### config.mk
export PLATFORM = sky130hd
export DESIGN_NAME = maxnet_feeder_flat
export DESIGN_NICKNAME = d
export VERILOG_FILES = /design/src/rtl/maxnet_pkg.sv /design/src/rtl/maxnet_feeder_if.sv /design/src/rtl/maxnet_feeder_buf.sv /design/src/rtl/maxnet_feeder.sv /design/src/flat_wrapper.sv
export SDC_FILE = /design/constraint.sdc
export NUM_CORES = 1
export LEC_CHECK = 0
export BUFFER_PORTS_ARGS = -buffer_cell sky130_fd_sc_hd__buf_2
export CAP_MARGIN = 20
export CORE_MARGIN = 5
export CORE_UTILIZATION = 25
export CTS_BUF_LIST = sky130_fd_sc_hd__clkbuf_4
export DETAILED_ROUTE_END_ITERATION = 10
export MAX_ROUTING_LAYER = met4
export SLEW_MARGIN = 15
export SYNTH_ARGS = -nofsm -noshare
export SYNTH_HDL_FRONTEND = slang
export SYNTH_SLANG_ARGS = --single-unit
### constraint.sdc
create_clock -name clk -period 3 [get_ports clk]
set_input_delay 0 -clock clk [delete_from_list [all_inputs] [get_ports clk]]
set_output_delay 0 -clock clk [all_outputs]
set_load 0.1 [all_outputs]
### src/rtl/maxnet_pkg.sv
// Shared types and constants for the Maxnet feeder slice.
// Latency: n/a (declarations only).
// Backpressure: n/a.
package maxnet_pkg;

  // Default activation / result width.
  localparam int WIDTH_DEFAULT = 5;

  // Number of Maxnet inputs packed per run.
  localparam int N_IN = 4;

  typedef enum logic [1:0] {
    FILL  = 2'd0,
    START = 2'd1,
    WAIT  = 2'd2,
    OUT   = 2'd3
  } state_e;

  typedef logic [WIDTH_DEFAULT-1:0] sample_t;

endpackage

### src/rtl/maxnet_feeder_if.sv
// Bundles the feeder's upstream, Maxnet-side and downstream signals.
// Latency: n/a (wiring only).
// Backpressure: in_ready / out_ready carried as plain handshake wires.
// Ports: master = feeder view, slave = environment view (source, Maxnet, sink).
interface maxnet_feeder_if
  import maxnet_pkg::*;
#(
  parameter int WIDTH = WIDTH_DEFAULT
);
  logic             in_valid;
  logic [WIDTH-1:0] in_data;
  logic             in_ready;
  logic             mx_start;
  logic [WIDTH-1:0] mx_x1;
  logic [WIDTH-1:0] mx_x2;
  logic [WIDTH-1:0] mx_x3;
  logic [WIDTH-1:0] mx_x4;
  logic             mx_done;
  logic [WIDTH-1:0] mx_result;
  logic             out_valid;
  logic [WIDTH-1:0] out_data;
  logic             out_ready;
  logic             out_err;

  modport master (
    input  in_valid, in_data, mx_done, mx_result, out_ready,
    output in_ready, mx_start, mx_x1, mx_x2, mx_x3, mx_x4,
           out_valid, out_data, out_err
  );

  modport slave (
    output in_valid, in_data, mx_done, mx_result, out_ready,
    input  in_ready, mx_start, mx_x1, mx_x2, mx_x3, mx_x4,
           out_valid, out_data, out_err
  );
endinterface

### src/rtl/maxnet_feeder_buf.sv
// Four-entry write-indexed register file holding one Maxnet input group.
// Latency: write visible on the outputs the cycle after we.
// Backpressure: none; writes whenever we is high.
// Ports: clk, rst (sync, active-high), we/idx/din write port, q0..q3 parallel reads.
module maxnet_feeder_buf
  import maxnet_pkg::*;
#(
  parameter int WIDTH = WIDTH_DEFAULT
) (
  input  logic                    clk,
  input  logic                    rst,
  input  logic                    we,
  input  logic [$clog2(N_IN)-1:0] idx,
  input  logic [WIDTH-1:0]        din,
  output logic [WIDTH-1:0]        q0,
  output logic [WIDTH-1:0]        q1,
  output logic [WIDTH-1:0]        q2,
  output logic [WIDTH-1:0]        q3
);

  logic [WIDTH-1:0] mem [N_IN];

  always_ff @(posedge clk) begin
    if (rst) begin
      for (int i = 0; i < N_IN; i++) mem[i] <= '0;
    end else if (we) begin
      mem[idx] <= din;
    end
  end

  assign q0 = mem[0];
  assign q1 = mem[1];
  assign q2 = mem[2];
  assign q3 = mem[3];

endmodule

### src/rtl/maxnet_feeder.sv
// Packs four serial activations, runs Maxnet once, and hands its winner downstream.
// Latency: 4th accept -> mx_start +1; armed mx_done -> out_valid +1; out_ready -> in_ready +1.
// Backpressure: in_ready only in FILL; result held in OUT until out_ready.
// Ports: clk, rst (sync, active-high), bus (maxnet_feeder_if.master).
// Optional: MAXNET_FEEDER_TIMEOUT_EN adds a wait counter that gives up after
// TIMEOUT_CYCLES WAIT cycles and reports out_data=0 with out_err=1.
module maxnet_feeder
  import maxnet_pkg::*;
#(
  parameter int WIDTH          = WIDTH_DEFAULT,
  parameter int TIMEOUT_CYCLES = 255
) (
  input  logic            clk,
  input  logic            rst,
  maxnet_feeder_if.master bus
);

  localparam logic [1:0] ST_FILL  = FILL;
  localparam logic [1:0] ST_START = START;
  localparam logic [1:0] ST_WAIT  = WAIT;
  localparam logic [1:0] ST_OUT   = OUT;

  logic [1:0]       state;
  logic [1:0]       cnt;
  logic             armed;
  logic [WIDTH-1:0] res_q;
  logic             accept;
  logic             done_ok;
  logic             tmo;

  assign accept  = (state == ST_FILL) && bus.in_valid;
  // Done only counts once it has been seen low in this run, so a level-held
  // done from the previous run cannot complete the new one.
  assign done_ok = (state == ST_WAIT) && armed && bus.mx_done;

  maxnet_feeder_buf #(.WIDTH(WIDTH)) u_buf (
    .clk (clk),
    .rst (rst),
    .we  (accept),
    .idx (cnt),
    .din (bus.in_data),
    .q0  (bus.mx_x1),
    .q1  (bus.mx_x2),
    .q2  (bus.mx_x3),
    .q3  (bus.mx_x4)
  );

`ifdef MAXNET_FEEDER_TIMEOUT_EN
  localparam int TW = ($clog2(TIMEOUT_CYCLES + 1) > 8) ? $clog2(TIMEOUT_CYCLES + 1) : 8;

  logic [TW-1:0] wcnt;
  logic          err_q;

  // wcnt holds the number of WAIT cycles already spent, so this fires in the
  // TIMEOUT_CYCLES-th WAIT cycle; a real done in that same cycle still wins.
  assign tmo = (state == ST_WAIT) && !done_ok && (wcnt == TW'(TIMEOUT_CYCLES - 1));

  always_ff @(posedge clk) begin
    if (rst) begin
      wcnt  <= '0;
      err_q <= 1'b0;
    end else begin
      if (state == ST_START)     wcnt <= '0;
      else if (state == ST_WAIT) wcnt <= wcnt + 1'b1;

      if (tmo)                                err_q <= 1'b1;
      else if (state == ST_OUT && bus.out_ready) err_q <= 1'b0;
    end
  end

  assign bus.out_err = err_q;
`else
  localparam int tmo_unused = TIMEOUT_CYCLES;
  assign tmo         = 1'b0;
  assign bus.out_err = 1'b0;
`endif

  always_ff @(posedge clk) begin
    if (rst) begin
      state <= ST_FILL;
      cnt   <= 2'd0;
      armed <= 1'b0;
      res_q <= '0;
    end else begin
      case (state)
        ST_FILL: begin
          if (accept) begin
            cnt <= cnt + 2'd1;
            if (cnt == 2'd3) state <= ST_START;
          end
        end
        ST_START: begin
          armed <= 1'b0;
          state <= ST_WAIT;
        end
        ST_WAIT: begin
          if (!bus.mx_done) armed <= 1'b1;
          if (done_ok) begin
            res_q <= bus.mx_result;
            state <= ST_OUT;
          end else if (tmo) begin
            res_q <= '0;
            state <= ST_OUT;
          end
        end
        default: begin
          if (bus.out_ready) begin
            cnt   <= 2'd0;
            state <= ST_FILL;
          end
        end
      endcase
    end
  end

  assign bus.in_ready  = (state == ST_FILL);
  assign bus.mx_start  = (state == ST_START);
  assign bus.out_valid = (state == ST_OUT);
  assign bus.out_data  = res_q;

endmodule

### src/flat_wrapper.sv
// flat-port wrapper written by rule: the top's interface ports become plain ports
module maxnet_feeder_flat import maxnet_pkg::*;
#(
  parameter int WIDTH          = WIDTH_DEFAULT,
  parameter int TIMEOUT_CYCLES = 255
)
  (clk, rst, bus_in_valid, bus_in_data, bus_mx_done, bus_mx_result, bus_out_ready, bus_in_ready, bus_mx_start, bus_mx_x1, bus_mx_x2, bus_mx_x3, bus_mx_x4, bus_out_valid, bus_out_data, bus_out_err);
  maxnet_feeder_if #(.WIDTH(WIDTH)) bus_i ();
  input  logic clk;
  input  logic rst;
  input wire logic [$bits(bus_i.in_valid)-1:0] bus_in_valid;
  input wire logic [$bits(bus_i.in_data)-1:0] bus_in_data;
  input wire logic [$bits(bus_i.mx_done)-1:0] bus_mx_done;
  input wire logic [$bits(bus_i.mx_result)-1:0] bus_mx_result;
  input wire logic [$bits(bus_i.out_ready)-1:0] bus_out_ready;
  output wire logic [$bits(bus_i.in_ready)-1:0] bus_in_ready;
  output wire logic [$bits(bus_i.mx_start)-1:0] bus_mx_start;
  output wire logic [$bits(bus_i.mx_x1)-1:0] bus_mx_x1;
  output wire logic [$bits(bus_i.mx_x2)-1:0] bus_mx_x2;
  output wire logic [$bits(bus_i.mx_x3)-1:0] bus_mx_x3;
  output wire logic [$bits(bus_i.mx_x4)-1:0] bus_mx_x4;
  output wire logic [$bits(bus_i.out_valid)-1:0] bus_out_valid;
  output wire logic [$bits(bus_i.out_data)-1:0] bus_out_data;
  output wire logic [$bits(bus_i.out_err)-1:0] bus_out_err;
  assign bus_i.in_valid = bus_in_valid;
  assign bus_i.in_data = bus_in_data;
  assign bus_i.mx_done = bus_mx_done;
  assign bus_i.mx_result = bus_mx_result;
  assign bus_i.out_ready = bus_out_ready;
  assign bus_in_ready = bus_i.in_ready;
  assign bus_mx_start = bus_i.mx_start;
  assign bus_mx_x1 = bus_i.mx_x1;
  assign bus_mx_x2 = bus_i.mx_x2;
  assign bus_mx_x3 = bus_i.mx_x3;
  assign bus_mx_x4 = bus_i.mx_x4;
  assign bus_out_valid = bus_i.out_valid;
  assign bus_out_data = bus_i.out_data;
  assign bus_out_err = bus_i.out_err;
  maxnet_feeder #(.WIDTH(WIDTH), .TIMEOUT_CYCLES(TIMEOUT_CYCLES)) u_core (.clk(clk), .rst(rst), .bus(bus_i));
endmodule
==> impl_metrics.csv, run 1 <==
group,metric,value,unit
logic_synthesis,ys.flop_type,"edfxtp_1",
clock_network,cts_tree,"built",
clock_network,h-tree-depth,2,
floorplan,io_pins,44,
timing,fmax,536,MHz
timing,fin_tns_setup,0,ns
logic_synthesis,syn-num-nets,130,
timing,setup_violations,0,
logic_synthesis,yosysSeqAreaShare,60.0,%
logic_synthesis,ys_top_cells_by_area,"edfxtp_1 45%, dfxtp_1 15%, and2_1 9.4%",
global_route,grt_pass1_vias,939,
logic_synthesis,synth_edf_count,20,
finish,drive_gt1_share,33.5,%
worst_setup_path,required,3.03,ns
finish,area_growth,31.1,%
worst_setup_path,slowest_delay,0.35,ns
clock_network,cts_sinks,30,
logic_synthesis,synth.largest_area_cell,"edfxtp_1",
logic_synthesis,avgSynthCellArea,12.2,um2
finish,fillers,541,
floorplan,chipWidth,83.1,um
worst_setup_path,crit_family,"simple AND/OR/NAND/NOR gates",
floorplan,core_area,0.00514,mm2
logic_synthesis,synth_cell_types,28,
clock_network,hold_buffers,8,
timing,rsz0062_at_grt,"no",
placement,dp_slack,1.14,ns
logic_synthesis,yosys_warnings,0,
job,maxCapViolCount,0,
timing,drv_slew,0,
outcome,status,"complete, no violations",
clock_network,post_cts_buffers,0,
detailed_routing,wl_per_cell,12.4,um
pwr,cellLeakagePower,0.804,nW
worst_setup_path,worstSetupEndpointType,"register",
logic_synthesis,ys_ff_latch,30,
global_route,grt_pass1_wl,4800,um
logic_synthesis,async_flop_share,0,%
global_route,use_met2,13.6,%
floorplan,rows,26,
global_route,antenna_found_initial,0,
global_route,grt_usage,9.10,%
detailed_routing,drc,0,
clock_network,clockBufferDepth,2,
detailed_routing,drt_first_pass_iters,4,
floorplan,start_util,26.0,%
timing,post-route-period-util,62.2,%
worst_setup_path,crit_chain,"inv_1, ha_1, nand3b_1, nor3b_2, or2_2",
worst_setup_path,critPathArrivalTime,1.89,ns
logic_synthesis,syn_inst,109,
clock_network,clkTransAtPathRegs,0.10,ns
global_route,top_usage_layer,"met2",
detailed_routing,drt_wl_total,2890,um
logic_synthesis,ys_top_cells_by_count,"20 x and2_1, 20 x edfxtp_1, 10 x dfxtp_1, 9 x nor2_1",
logic_synthesis,synth_area,0.00134,mm2
worst_setup_path,start_kind,"register",
timing,fin_worst_skew,0.0140,ns
worst_setup_path,cp_num_buf_inv,1,
detailed_routing,drtAntennaViolNets,0,
detailed_routing,via_per_inst,4.20,
global_route,gr-total-overflow,0,
finish,antenna_cells,0,
logic_synthesis,synth_top_cell_area_share,45.0,%
pwr,p_per_area,737,mW/mm2
global_route,grt_max_degree,19,
min_path,hold_class,"in2reg",
timing,min_period,1.87,ns
finish,nets,184,
detailed_routing,drt_iter0_drc,43,
detailed_routing,vias,983,
pwr,vdd_drop_max,227,uV
floorplan,die_h,83.1,um
clock_network,cts_resized,0,
worst_setup_path,crit_path_max_fanout,10,
global_route,gr-usage-met1,10.5,%
timing,fin_ws,1.13,ns
clock_network,numCtsBuffers,5,
worst_setup_path,worst_path_max_delay_cell,"dfxtp_1",
timing,hold_violations,0,
clock_network,clock_latency,0.32,ns
placement,dp_hpwl,2100,um
clock_network,cts_root_buf,"clkbuf_4",
placement,io_buffer_count,42,
placement,routabilityCongestion,0.744,
global_route,gr-usage-met3,3.76,%
floorplan,die_area,0.00690,mm2
worst_setup_path,worstSetupPathType,"reg2reg",
==> worst paths after layout <==
check                                                   from                                   end  slack, ns  depth (start not counted)
worst max-delay path            u_core.state[0]$_SDFFE_PP0P_  u_core.u_buf.mem[2][4]$_SDFFCE_PN0P_       1.13                          5
worst min-delay path                          bus_in_data[1]      u_core.u_buf.mem[3][1]$_DFFE_PP_       0.02                          2
worst max register to register  u_core.state[0]$_SDFFE_PP0P_  u_core.u_buf.mem[2][4]$_SDFFCE_PN0P_       1.13                          5
worst min register to register     u_core.armed$_SDFFE_PP0P_             u_core.armed$_SDFFE_PP0P_       0.50                          2
==> worst reg2reg max path, cell delays in order (launching register included) <==
cell	delay [ns]
dfxtp_1	0.35
inv_1	0.12
ha_1	0.35
nand3b_1	0.21
nor3b_2	0.32
or2_2	0.23
==> registers in the layout, indices dropped and copies added (netlist names) <==
name and flops:
u_core.armed 1, u_core.bus.out_data 5, u_core.cnt 2, u_core.state 2, u_core.u_buf.mem 20
==> report_power, final <==
part / switching (W) / leakage [nW] / total (W) / internal (W)
combinational: 0.000424 / 0.482 / 0.000536 / 0.000112
sequential: 0.0000312 / 0.289 / 0.000525 / 0.000494
clock: 0.000133 / 0.0331 / 0.000229 / 0.0000969
==> layer usage <==
metal,share of wire [%],up-vias,wire length (um)
met3,6.0,8,174
met2,47,33,1360
met4,3.0,0,86
met5,0,-,0
met1,44,452,1270
li1,-,490,-
==> final cells by class <==
cell class                 instances  area [um2]  share of cell area, %
multi-input combinational         73         507                   28.9
clock buffer                       6        45.0                   2.57
inverter                           3        11.3                  0.643
timing repair buffer              50         290                   16.6
tap                               70        87.6                   5.00
sequential                        30         801                   45.7
clock inverter                     2        8.76                  0.500
==> kinds of logic after synthesis <==
kind of cell / Yosys count / share of synthesized area (%)
fa+ha+maj: 6 / 5.62
buf+inv: 6 / 2.06
compound gates: 12 / 5.81
mux: 6 / 4.50
other cells: 1 / 0.281
flops: 30 / 60.0
simple gates: 48 / 21.7
==> cells in the final DEF (no fill, tap or decap), types with 2 or more instances in the layout <==
cell type | netlist | layout
dlygate4sd3_1 | 0 | 8
nor3b_2 | 2 | 2
nor2_1 | 9 | 9
edfxtp_1 | 20 | 20
buf_2 | 1 | 42
mux2i_1 | 6 | 6
ha_1 | 6 | 6
dfxtp_1 | 10 | 10
o21ai_0 | 5 | 5
a21oi_1 | 3 | 3
nand2_1 | 3 | 3
nand2b_1 | 3 | 3
or2_2 | 3 | 3
clkbuf_4 | 0 | 6
and2_1 | 20 | 20
nor2b_1 | 2 | 2
inv_1 | 3 | 3
==> through the flow <==
step                instance area, um2  std cells  util, %  total power [W]  hold WS (ns)
global placement                  1620        218     31.5          0.00106         0.236
floorplan                         1340        109        -         0.000986         0.144
CTS                               1750        234     34.1          0.00131       0.00199
global route                      1750        234     34.1          0.00136       0.00480
detailed placement                1620        218     31.5          0.00106         0.241
finish                            1750        234     34.1          0.00129        0.0244
No activity file was read; power rests on OpenSTA's default activity.
==> run 2, diff against run 1 <==
Clock period 3 ns to 1.9 ns, I/O delays scaled along.
==> impl_metrics.csv, run 2 (synthesis gave the netlist of run 1 again) <==
group,metric,value,unit
global_route,grt_max_degree,19,
pwr,combPwrFrac,39.7,%
placement,io_buffer_count,42,
placement,dp.cells,218,
finish,antenna_cells,0,
global_route,grt_pass1_wl,4610,um
clock_network,h-tree-depth,2,
global_route,grt_usage,8.83,%
clock_network,clockBufferDepth,2,
finish,layout_common_cells,"42 x buf_2, 20 x and2_1, 20 x edfxtp_1",
timing,hold_violations,0,
pwr,vdd_drop_max,546,uV
clock_network,cts_root_buf,"clkbuf_4",
clock_network,clock_latency,0.33,ns
timing,post-route-period-util,90.5,%
finish,nets,184,
pwr,switchingPower,0.000938,W
floorplan,rows,26,
timing,min_period,1.72,ns
timing,fin_worst_skew,0.0148,ns
timing,rsz0062_at_grt,"no",
floorplan,die_h,83.1,um
timing,drv_slew,0,
timing,whs,0.0241,ns
finish,largest-register,"u_core.u_buf.mem",
floorplan,core_area,0.00514,mm2
outcome,status,"complete, no violations",
detailed_routing,drc,0,
worst_setup_path,worstSetupEndpointType,"register",
detailed_routing,drtAntennaViolNets,0,
clock_network,clkTransAtPathRegs,0.10,ns
timing,fmax,581,MHz
timing,fin_tns_setup,0,ns
clock_network,post_cts_buffers,0,
detailed_routing,drt_wl_total,2860,um
finish,final_cells,234,
placement,dp_hpwl,2070,um
worst_setup_path,start_kind,"register",
pwr,intPower,0.00125,W
clock_network,cts_tree,"built",
pwr,p_per_area,1220,mW/mm2
detailed_routing,via_per_inst,4.16,
floorplan,io_pins,44,
global_route,grt_pass1_vias,955,
min_path,hold_class,"in2reg",
timing,fin_ws,0.180,ns
pwr,power_frac_seq,37.9,%
pwr,cellLeakagePower,0.816,nW
pwr,power,0.00219,W
pwr,clkPwrFrac,22.4,%
clock_network,numCtsBuffers,5,
timing,setup_violations,0,
floorplan,die_area,0.00690,mm2
detailed_routing,drt_first_pass_iters,4,
placement,dp_slack,0.189,ns
clock_network,cts_sinks,30,
global_route,gr-total-overflow,0,
detailed_routing,drt_iter0_drc,41,
worst_setup_path,required,1.94,ns
finish,area_growth,34.0,%
pwr,switching_share,42.8,%
global_route,antenna_found_initial,0,
finish,largest_reg_flops,20,
placement,routabilityCongestion,0.751,
floorplan,start_util,26.0,%
worst_setup_path,critPathArrivalTime,1.76,ns
finish,drive_gt1_share,35.4,%
floorplan,chipWidth,83.1,um
worst_setup_path,worstSetupPathType,"reg2reg",
detailed_routing,vias,974,
job,maxCapViolCount,0,
worst_setup_path,crit_path_max_fanout,10,
detailed_routing,wl_per_cell,12.2,um
finish,final_common_cell,"buf_2",
## run 2: cell count changes in the layout (fill, tap and decap cells not counted)
cell	delta
ha_1	-2
bufinv_16	+1
clkbuf_4	-1
clkinv_1	-1
clkinv_2	+1
ha_2	+1
ha_4	+1
## run 2: final cells by class
| class | count | area (um2) |
|---|---|---|
| Clock inverter | 3 | 40.0 |
| Multi-Input combinational cell | 73 | 522 |
| Inverter | 3 | 11.3 |
| Timing Repair Buffer | 50 | 290 |
| Tap cell | 70 | 87.6 |
| Clock buffer | 5 | 37.5 |
| Fill cell | 558 | 3350 |
| Sequential cell | 30 | 801 |
## run 2: routing by layer
layer	share of wire (%)	global-route usage, %	vias up
li1	-	-	487
met1	44	9.50	439
met2	46	13.6	39
met3	8.1	4.26	9
met4	2.4	4.46	0
met5	0	-	-
## run 2: repair_timing
action / CTS / global route
resized for setup: 0 / 0
hold buffers: 7 / 1
endpoints found under the hold margin: 7 / 1
## run 2: metrics by stage
step	utilization [%]	area [um2]
6_report	34.8	1790
5_1_grt	34.8	1790
4_1_cts	34.6	1780
3_5_place_dp	31.7	1630
3_3_place_gp	31.7	1630
2_1_floorplan	-	1350
## run 2: critical path: stages, from the launching register on
cell and delay (ns):
dfxtp_1 0.36, inv_1 0.13, ha_4 0.21, nand3b_1 0.16, nor3b_2 0.32, or2_2 0.24
## run 2: final timing paths
kind	start	cells past startpoint	to	slack [ns]
worst max-delay path	u_core.state[1]$_SDFFE_PP0P_	5	u_core.u_buf.mem[2][2]$_SDFFCE_PN0P_	0.18
worst min-delay path	bus_in_data[1]	2	u_core.u_buf.mem[2][1]$_SDFFCE_PN0P_	0.02
worst max register to register	u_core.state[1]$_SDFFE_PP0P_	5	u_core.u_buf.mem[2][2]$_SDFFCE_PN0P_	0.18
worst min register to register	u_core.bus.out_data[3]$_SDFFE_PP0P_	2	u_core.bus.out_data[3]$_SDFFE_PP0P_	0.50
## run 2: power by group through the flow
stage	logic [W]	registers (W)	clock network (W)
2_1_floorplan	0.000405	0.00119	0
3_3_place_gp	0.000860	0.000845	0
3_5_place_dp	0.000862	0.000846	0
4_1_cts	0.000876	0.000831	0.000509
5_1_grt	0.000920	0.000840	0.000538
6_report	0.000870	0.000830	0.000490
